File: src/rtl/aes_ctrl_pkg.sv
// Shared types and constants for the AES-128 round controller.
// Holds the FSM state type, round count and key-schedule constants.
package aes_ctrl_pkg;

    typedef enum logic [2:0] {
        ST_IDLE  = 3'd0,
        ST_INIT  = 3'd1,
        ST_ROUND = 3'd2,
        ST_FINAL = 3'd3,
        ST_DONE  = 3'd4
    } aes_state_e;

    localparam logic [3:0] NUM_ROUNDS = 4'd10;
    localparam logic [7:0] RCON_INIT  = 8'h01;
    localparam logic [7:0] RCON_POLY  = 8'h1B;

    // GF(2^8) multiply-by-x, reducing by the AES polynomial on carry-out
    function automatic logic [7:0] xtime(input logic [7:0] b);
        logic [7:0] shifted;
        shifted = {b[6:0], 1'b0};
        xtime   = b[7] ? (shifted ^ RCON_POLY) : shifted;
    endfunction

endpackage

File: src/rtl/aes_round_ctrl_if.sv
// Host/datapath-facing signal bundle of the AES round controller.
// master = host/datapath side, slave = controller side.
interface aes_round_ctrl_if;
    import aes_ctrl_pkg::*;

    logic                           start;
    logic                           ack;
    logic                           ld_init;
    logic                           en_round;
    logic                           sel_mix;
    logic [$bits(NUM_ROUNDS)-1:0]   round_num;
    logic [7:0]                     rcon;
    logic                           busy;
    logic                           done;

    modport master (
        output start, ack,
        input  ld_init, en_round, sel_mix, round_num, rcon, busy, done
    );

    modport slave (
        input  start, ack,
        output ld_init, en_round, sel_mix, round_num, rcon, busy, done
    );

endinterface

File: src/rtl/aes_rcon_gen.sv
// Sequential AES key-schedule round-constant generator.
// clear wins over load, load wins over advance; otherwise the value holds.
module aes_rcon_gen
    import aes_ctrl_pkg::*;
(
    input  logic       clk,
    input  logic       reset,
    input  logic       clear,
    input  logic       load,
    input  logic       advance,
    output logic [7:0] rcon
);

    logic [7:0] rcon_r;

    // Round-constant register: reset/clear to zero, load seed, or step by xtime
    always_ff @(posedge clk) begin
        if (reset) begin
            rcon_r <= 8'h00;
        end else if (clear) begin
            rcon_r <= 8'h00;
        end else if (load) begin
            rcon_r <= RCON_INIT;
        end else if (advance) begin
            rcon_r <= xtime(rcon_r);
        end else begin
            rcon_r <= rcon_r;
        end
    end

    assign rcon = rcon_r;

endmodule

File: src/rtl/aes_round_ctrl.sv
// AES-128 encryption round sequencer: IDLE -> INIT -> ROUND x9 -> FINAL -> DONE.
// All outputs are registered from the next-state decode, so start/ack never reach an output combinationally.
module aes_round_ctrl
    import aes_ctrl_pkg::*;
(
    input  logic              clk,
    input  logic              reset,
    aes_round_ctrl_if.slave   ctrl
);

    aes_state_e state_r;
    aes_state_e state_nxt_s;
    logic [3:0] round_r;
    logic [3:0] round_nxt_s;
    logic       ld_init_r;
    logic       en_round_r;
    logic       sel_mix_r;
    logic       busy_r;
    logic       done_r;
    logic       rcon_clear_s;
    logic       rcon_load_s;
    logic       rcon_adv_s;
    logic [7:0] rcon_s;

    // Next-state, round counter and round-constant control decode
    always_comb begin
        state_nxt_s  = ST_IDLE;
        round_nxt_s  = 4'd0;
        rcon_clear_s = 1'b0;
        rcon_load_s  = 1'b0;
        rcon_adv_s   = 1'b0;
        case (state_r)
            ST_IDLE: begin
                rcon_clear_s = 1'b1;
                if (ctrl.start) begin
                    state_nxt_s = ST_INIT;
                end else begin
                    state_nxt_s = ST_IDLE;
                end
            end
            ST_INIT: begin
                state_nxt_s = ST_ROUND;
                round_nxt_s = 4'd1;
                rcon_load_s = 1'b1;
            end
            ST_ROUND: begin
                rcon_adv_s = 1'b1;
                // A corrupted count above 9 also heads for FINAL, so the counter tops out at 10
                if (round_r >= (NUM_ROUNDS - 4'd1)) begin
                    state_nxt_s = ST_FINAL;
                    round_nxt_s = NUM_ROUNDS;
                end else begin
                    state_nxt_s = ST_ROUND;
                    round_nxt_s = round_r + 4'd1;
                end
            end
            ST_FINAL: begin
                state_nxt_s = ST_DONE;
                round_nxt_s = NUM_ROUNDS;
            end
            ST_DONE: begin
                if (ctrl.ack) begin
                    state_nxt_s  = ST_IDLE;
                    rcon_clear_s = 1'b1;
                end else if (ctrl.start) begin
                    state_nxt_s  = ST_INIT;
                    rcon_clear_s = 1'b1;
                end else begin
                    state_nxt_s = ST_DONE;
                    round_nxt_s = NUM_ROUNDS;
                end
            end
            default: begin
                state_nxt_s  = ST_IDLE;
                rcon_clear_s = 1'b1;
            end
        endcase
    end

    // State, round counter and output registers
    always_ff @(posedge clk) begin
        if (reset) begin
            state_r    <= ST_IDLE;
            round_r    <= 4'd0;
            ld_init_r  <= 1'b0;
            en_round_r <= 1'b0;
            sel_mix_r  <= 1'b0;
            busy_r     <= 1'b0;
            done_r     <= 1'b0;
        end else begin
            state_r    <= state_nxt_s;
            round_r    <= round_nxt_s;
            ld_init_r  <= (state_nxt_s == ST_INIT);
            en_round_r <= (state_nxt_s == ST_ROUND) || (state_nxt_s == ST_FINAL);
            sel_mix_r  <= (state_nxt_s == ST_ROUND);
            busy_r     <= (state_nxt_s == ST_INIT) || (state_nxt_s == ST_ROUND) ||
                          (state_nxt_s == ST_FINAL);
            done_r     <= (state_nxt_s == ST_DONE);
        end
    end

    aes_rcon_gen u_rcon_gen (
        .clk     (clk),
        .reset   (reset),
        .clear   (rcon_clear_s),
        .load    (rcon_load_s),
        .advance (rcon_adv_s),
        .rcon    (rcon_s)
    );

    assign ctrl.ld_init   = ld_init_r;
    assign ctrl.en_round  = en_round_r;
    assign ctrl.sel_mix   = sel_mix_r;
    assign ctrl.round_num = round_r;
    assign ctrl.rcon      = rcon_s;
    assign ctrl.busy      = busy_r;
    assign ctrl.done      = done_r;

endmodule

File: src/flat_wrapper.sv
// flat-port wrapper written by rule: the top's interface ports become plain ports
module aes_round_ctrl_flat import aes_ctrl_pkg::*;
  (clk, reset, ctrl_start, ctrl_ack, ctrl_ld_init, ctrl_en_round, ctrl_sel_mix, ctrl_round_num, ctrl_rcon, ctrl_busy, ctrl_done);
  aes_round_ctrl_if ctrl_i ();
  input  logic clk;
  input  logic reset;
  input wire logic [$bits(ctrl_i.start)-1:0] ctrl_start;
  input wire logic [$bits(ctrl_i.ack)-1:0] ctrl_ack;
  output wire logic [$bits(ctrl_i.ld_init)-1:0] ctrl_ld_init;
  output wire logic [$bits(ctrl_i.en_round)-1:0] ctrl_en_round;
  output wire logic [$bits(ctrl_i.sel_mix)-1:0] ctrl_sel_mix;
  output wire logic [$bits(ctrl_i.round_num)-1:0] ctrl_round_num;
  output wire logic [$bits(ctrl_i.rcon)-1:0] ctrl_rcon;
  output wire logic [$bits(ctrl_i.busy)-1:0] ctrl_busy;
  output wire logic [$bits(ctrl_i.done)-1:0] ctrl_done;
  assign ctrl_i.start = ctrl_start;
  assign ctrl_i.ack = ctrl_ack;
  assign ctrl_ld_init = ctrl_i.ld_init;
  assign ctrl_en_round = ctrl_i.en_round;
  assign ctrl_sel_mix = ctrl_i.sel_mix;
  assign ctrl_round_num = ctrl_i.round_num;
  assign ctrl_rcon = ctrl_i.rcon;
  assign ctrl_busy = ctrl_i.busy;
  assign ctrl_done = ctrl_i.done;
  aes_round_ctrl u_core (.clk(clk), .reset(reset), .ctrl(ctrl_i));
endmodule
File: config.mk
export PLATFORM = sky130hd
export DESIGN_NAME = aes_round_ctrl_flat
export DESIGN_NICKNAME = d
export VERILOG_FILES = /design/src/rtl/aes_ctrl_pkg.sv /design/src/rtl/aes_round_ctrl_if.sv /design/src/rtl/aes_rcon_gen.sv /design/src/rtl/aes_round_ctrl.sv /design/src/flat_wrapper.sv
export SDC_FILE = /design/constraint.sdc
export NUM_CORES = 1
export LEC_CHECK = 0
export BUFFER_PORTS_ARGS = -buffer_cell sky130_fd_sc_hd__buf_2
export CAP_MARGIN = 5
export CELL_PAD_IN_SITES_DETAIL_PLACEMENT = 1
export CELL_PAD_IN_SITES_GLOBAL_PLACEMENT = 2
export CORE_MARGIN = 1
export CORE_UTILIZATION = 32
export DETAILED_ROUTE_END_ITERATION = 7
export PLACE_DENSITY = 0.88
export SYNTH_ARGS = -nofsm -noshare
export SYNTH_HDL_FRONTEND = slang
export SYNTH_SLANG_ARGS = --single-unit
File: constraint.sdc
create_clock -name clk -period 1.63 [get_ports clk]
set_input_delay 0.489 -clock clk [delete_from_list [all_inputs] [get_ports clk]]
set_output_delay 0.489 -clock clk [all_outputs]
set_load 0.005 [all_outputs]
==> flow_summary.yaml <==
placed_design:
  gp_routability_congestion: 0.741
  dpl.hpwl_um: 1420
  port_buffers: 20
  dp.cells: 138
  place_ws_ns: 0.0454
outcome:
  status: "finished clean"
die:
  placementRows: 19
  start_util_pct: 33.9
  io_pins: 21
  coreArea_um2: 2780
  die_w_um: 56.3
  dieArea_um2: 3170
  die_h_um: 56.3
synth:
  synth-compound-area-share_pct: 19.9
  ys_ff_latch: 20
  muxShareOfSynthArea_pct: 4.24
  synth_fa_ha_area_share_pct: 3.98
  synth_xor_area_share_pct: 3.71
  yosysUniqueCellTypes: 35
  synth_top_family_by_area: "compound AO/OA/AOI/OAI gates"
  async_reset_ff_share_pct: 0
  syn_nets: 99
  syn-cell-area_um2: 943
  synth_edf_count: 0
  yosysSeqAreaShare_pct: 42.4
  postSynthCellCount: 92
  synth.avg_cell_area_um2: 10.3
  yosysWarnings: 0
  ys_dominant_reg_cell: "dfxtp_1"
  yosys.area_share.simple_pct: 18.4
critical_path:
  critPathMaxFanout: 6
  critPathTopFamily: "flip-flops"
  crit_arrival_ns: 0.97
  endpoint_kind: "output pin"
  slowest_stage: "dfxtp_1"
  start_kind: "flop"
  critPathBufInv: 1
  worstSetupPathType: "reg2out"
  rrSetupSlack_ns: 0.17
  max_stage_delay_ns: 0.50
  crit_chain: "buf_2"
  worst_ep_required_time_ns: 1.14
routing:
  vias: 733
  routed_wl_um: 1880
  dr.pass1.iters: 5
  avgViaCountPerCell: 5.16
  drt_iter0_drc: 10
  drc_errors: 0
  wl_per_cell_um: 13.3
  ant_nets: 0
sta:
  min_period_ns: 1.46
  grt_setup_unrepaired: "no"
  period_share_pct: 89.3
  hold_ws_ns: 0.499
  tns_ns: 0
  worstMarginPinSlew_ns: 0.565
  drv_slew: 0
  hold_viol: 0
  finalClockSkew_ns: 0.00229
  setup_viol: 0
  fin_ws_ns: 0.175
  relSlewSlack_pct: 62.3
  max_freq_mhz: 687
clock_tree:
  cts_sinks: 20
  cts_tree: "built"
  cts.htree.levels: 1
  cts_buffers: 3
  cts_root_buf: "clkbuf_4"
  clk_pin_slew_ns: 0.11
  cts_buffer_depth: 2
  post-cts-setup-buffers: 0
  cts_resized: 0
  ctsHoldBuffers: 0
  clk_latency_ns: 0.29
pwr:
  total_power_mw: 0.936
  p_leak_nw: 0.417
  ir_drop_v: 0.000413
  power_density_nw_per_um2: 870
global_route:
  first_global_vias: 712
  use_met2_pct: 21.1
  grt_max_degree: 14
  busiest_layer: "met2"
  grt_use_met1_pct: 16.4
  grt_first_pass_wirelength_um: 3210
  grtUsageMet3_pct: 2.53
  grtUsageTotal_pct: 12.8
  antenna_found_initial: 0
  grt_remaining_overflow: 0
layout:
  instances_no_fill: 142
  nets: 119
  drive_gt1_share_pct: 32.4
  antennaDiodeCount: 0
  final_cell_mix: "buf_2 (20), dfxtp_1 (20), a21oi_1 (7), nor2_1 (7)"
  syn2layout_area_growth_pct: 14.1
min_path:
  min_path_type: "in2reg"
flow_run:
  drv_cap: 0
## registers in the layout, indices dropped and copies added (netlist names)
register / cells
u_core.u_rcon_gen.rcon: 8
u_core.ctrl.round_num: 4
u_core.state_r: 3
u_core.ctrl.busy: 1
u_core.ctrl.done: 1
u_core.ctrl.en_round: 1
u_core.ctrl.ld_init: 1
u_core.ctrl.sel_mix: 1
## cell families (layout without fill, tap and decap cells)
group / count (synthesis) / after routing
multiplexers: 4 / 4
flip-flops: 20 / 20
buffers and inverters: 11 / 30
AND/OR/NAND/NOR: 25 / 25
XOR/XNOR: 4 / 4
adder cells (fa/ha/maj): 3 / 3
AO/OA/AOI/OAI: 25 / 25
## power by group
part | leakage [nW] | internal [mW] | switching, mW
registers | 0.163 | 0.507 | 0.0240
logic | 0.233 | 0.0609 | 0.0591
clock network | 0.0210 | 0.136 | 0.149
total | 0.417 | 0.704 | 0.232
## layer usage
layer  part of all wire [%]  vias to the layer above  wire length [um]
li1                       -                      362                 -
met1                     47                      360               894
met2                     49                        9               915
met3                    3.0                        2                57
met4                   0.90                        0                17
met5                      0                        -                 0
## cells in the mapped netlist, drive strengths merged (2+ instances only)
cell type	n	area, um^2
buf	6	50.0
a21oi	8	43.8
xnor2	4	35.0
a31oi	2	18.8
mux2i	4	40.0
o211ai	3	22.5
ha	3	37.5
nand2	5	18.8
dfxtp	20	400
a211oi	5	37.5
inv	5	18.8
nor3b	3	33.8
or2	2	17.5
nor2	7	26.3
## layout make-up
class	instances	area (um^2)
Fill cell	325	1710
Multi-Input combinational cell	61	474
Sequential cell	20	400
Timing Repair Buffer	21	108
Tap cell	31	38.8
Clock buffer	4	36.3
Inverter	5	18.8
## worst paths after layout
kind	depth (start not counted)	endpoint	startpoint
max	1	ctrl_rcon[7]	u_core.u_rcon_gen.rcon[7]
min	2	u_core.ctrl.round_num[3]	reset
max reg2reg	5	u_core.ctrl.round_num[0]	u_core.ctrl.round_num[1]
min reg2reg	2	u_core.u_rcon_gen.rcon[4]	u_core.u_rcon_gen.rcon[4]
## through the flow
step,utilization [%],cell area (um^2)
after floorplan,-,943
after global placement,37.4,1040
after detailed placement,37.4,1040
after CTS,38.7,1080
after global routing,38.7,1080
final,38.7,1080
Note: power is estimated with default switching activity, not from simulation.
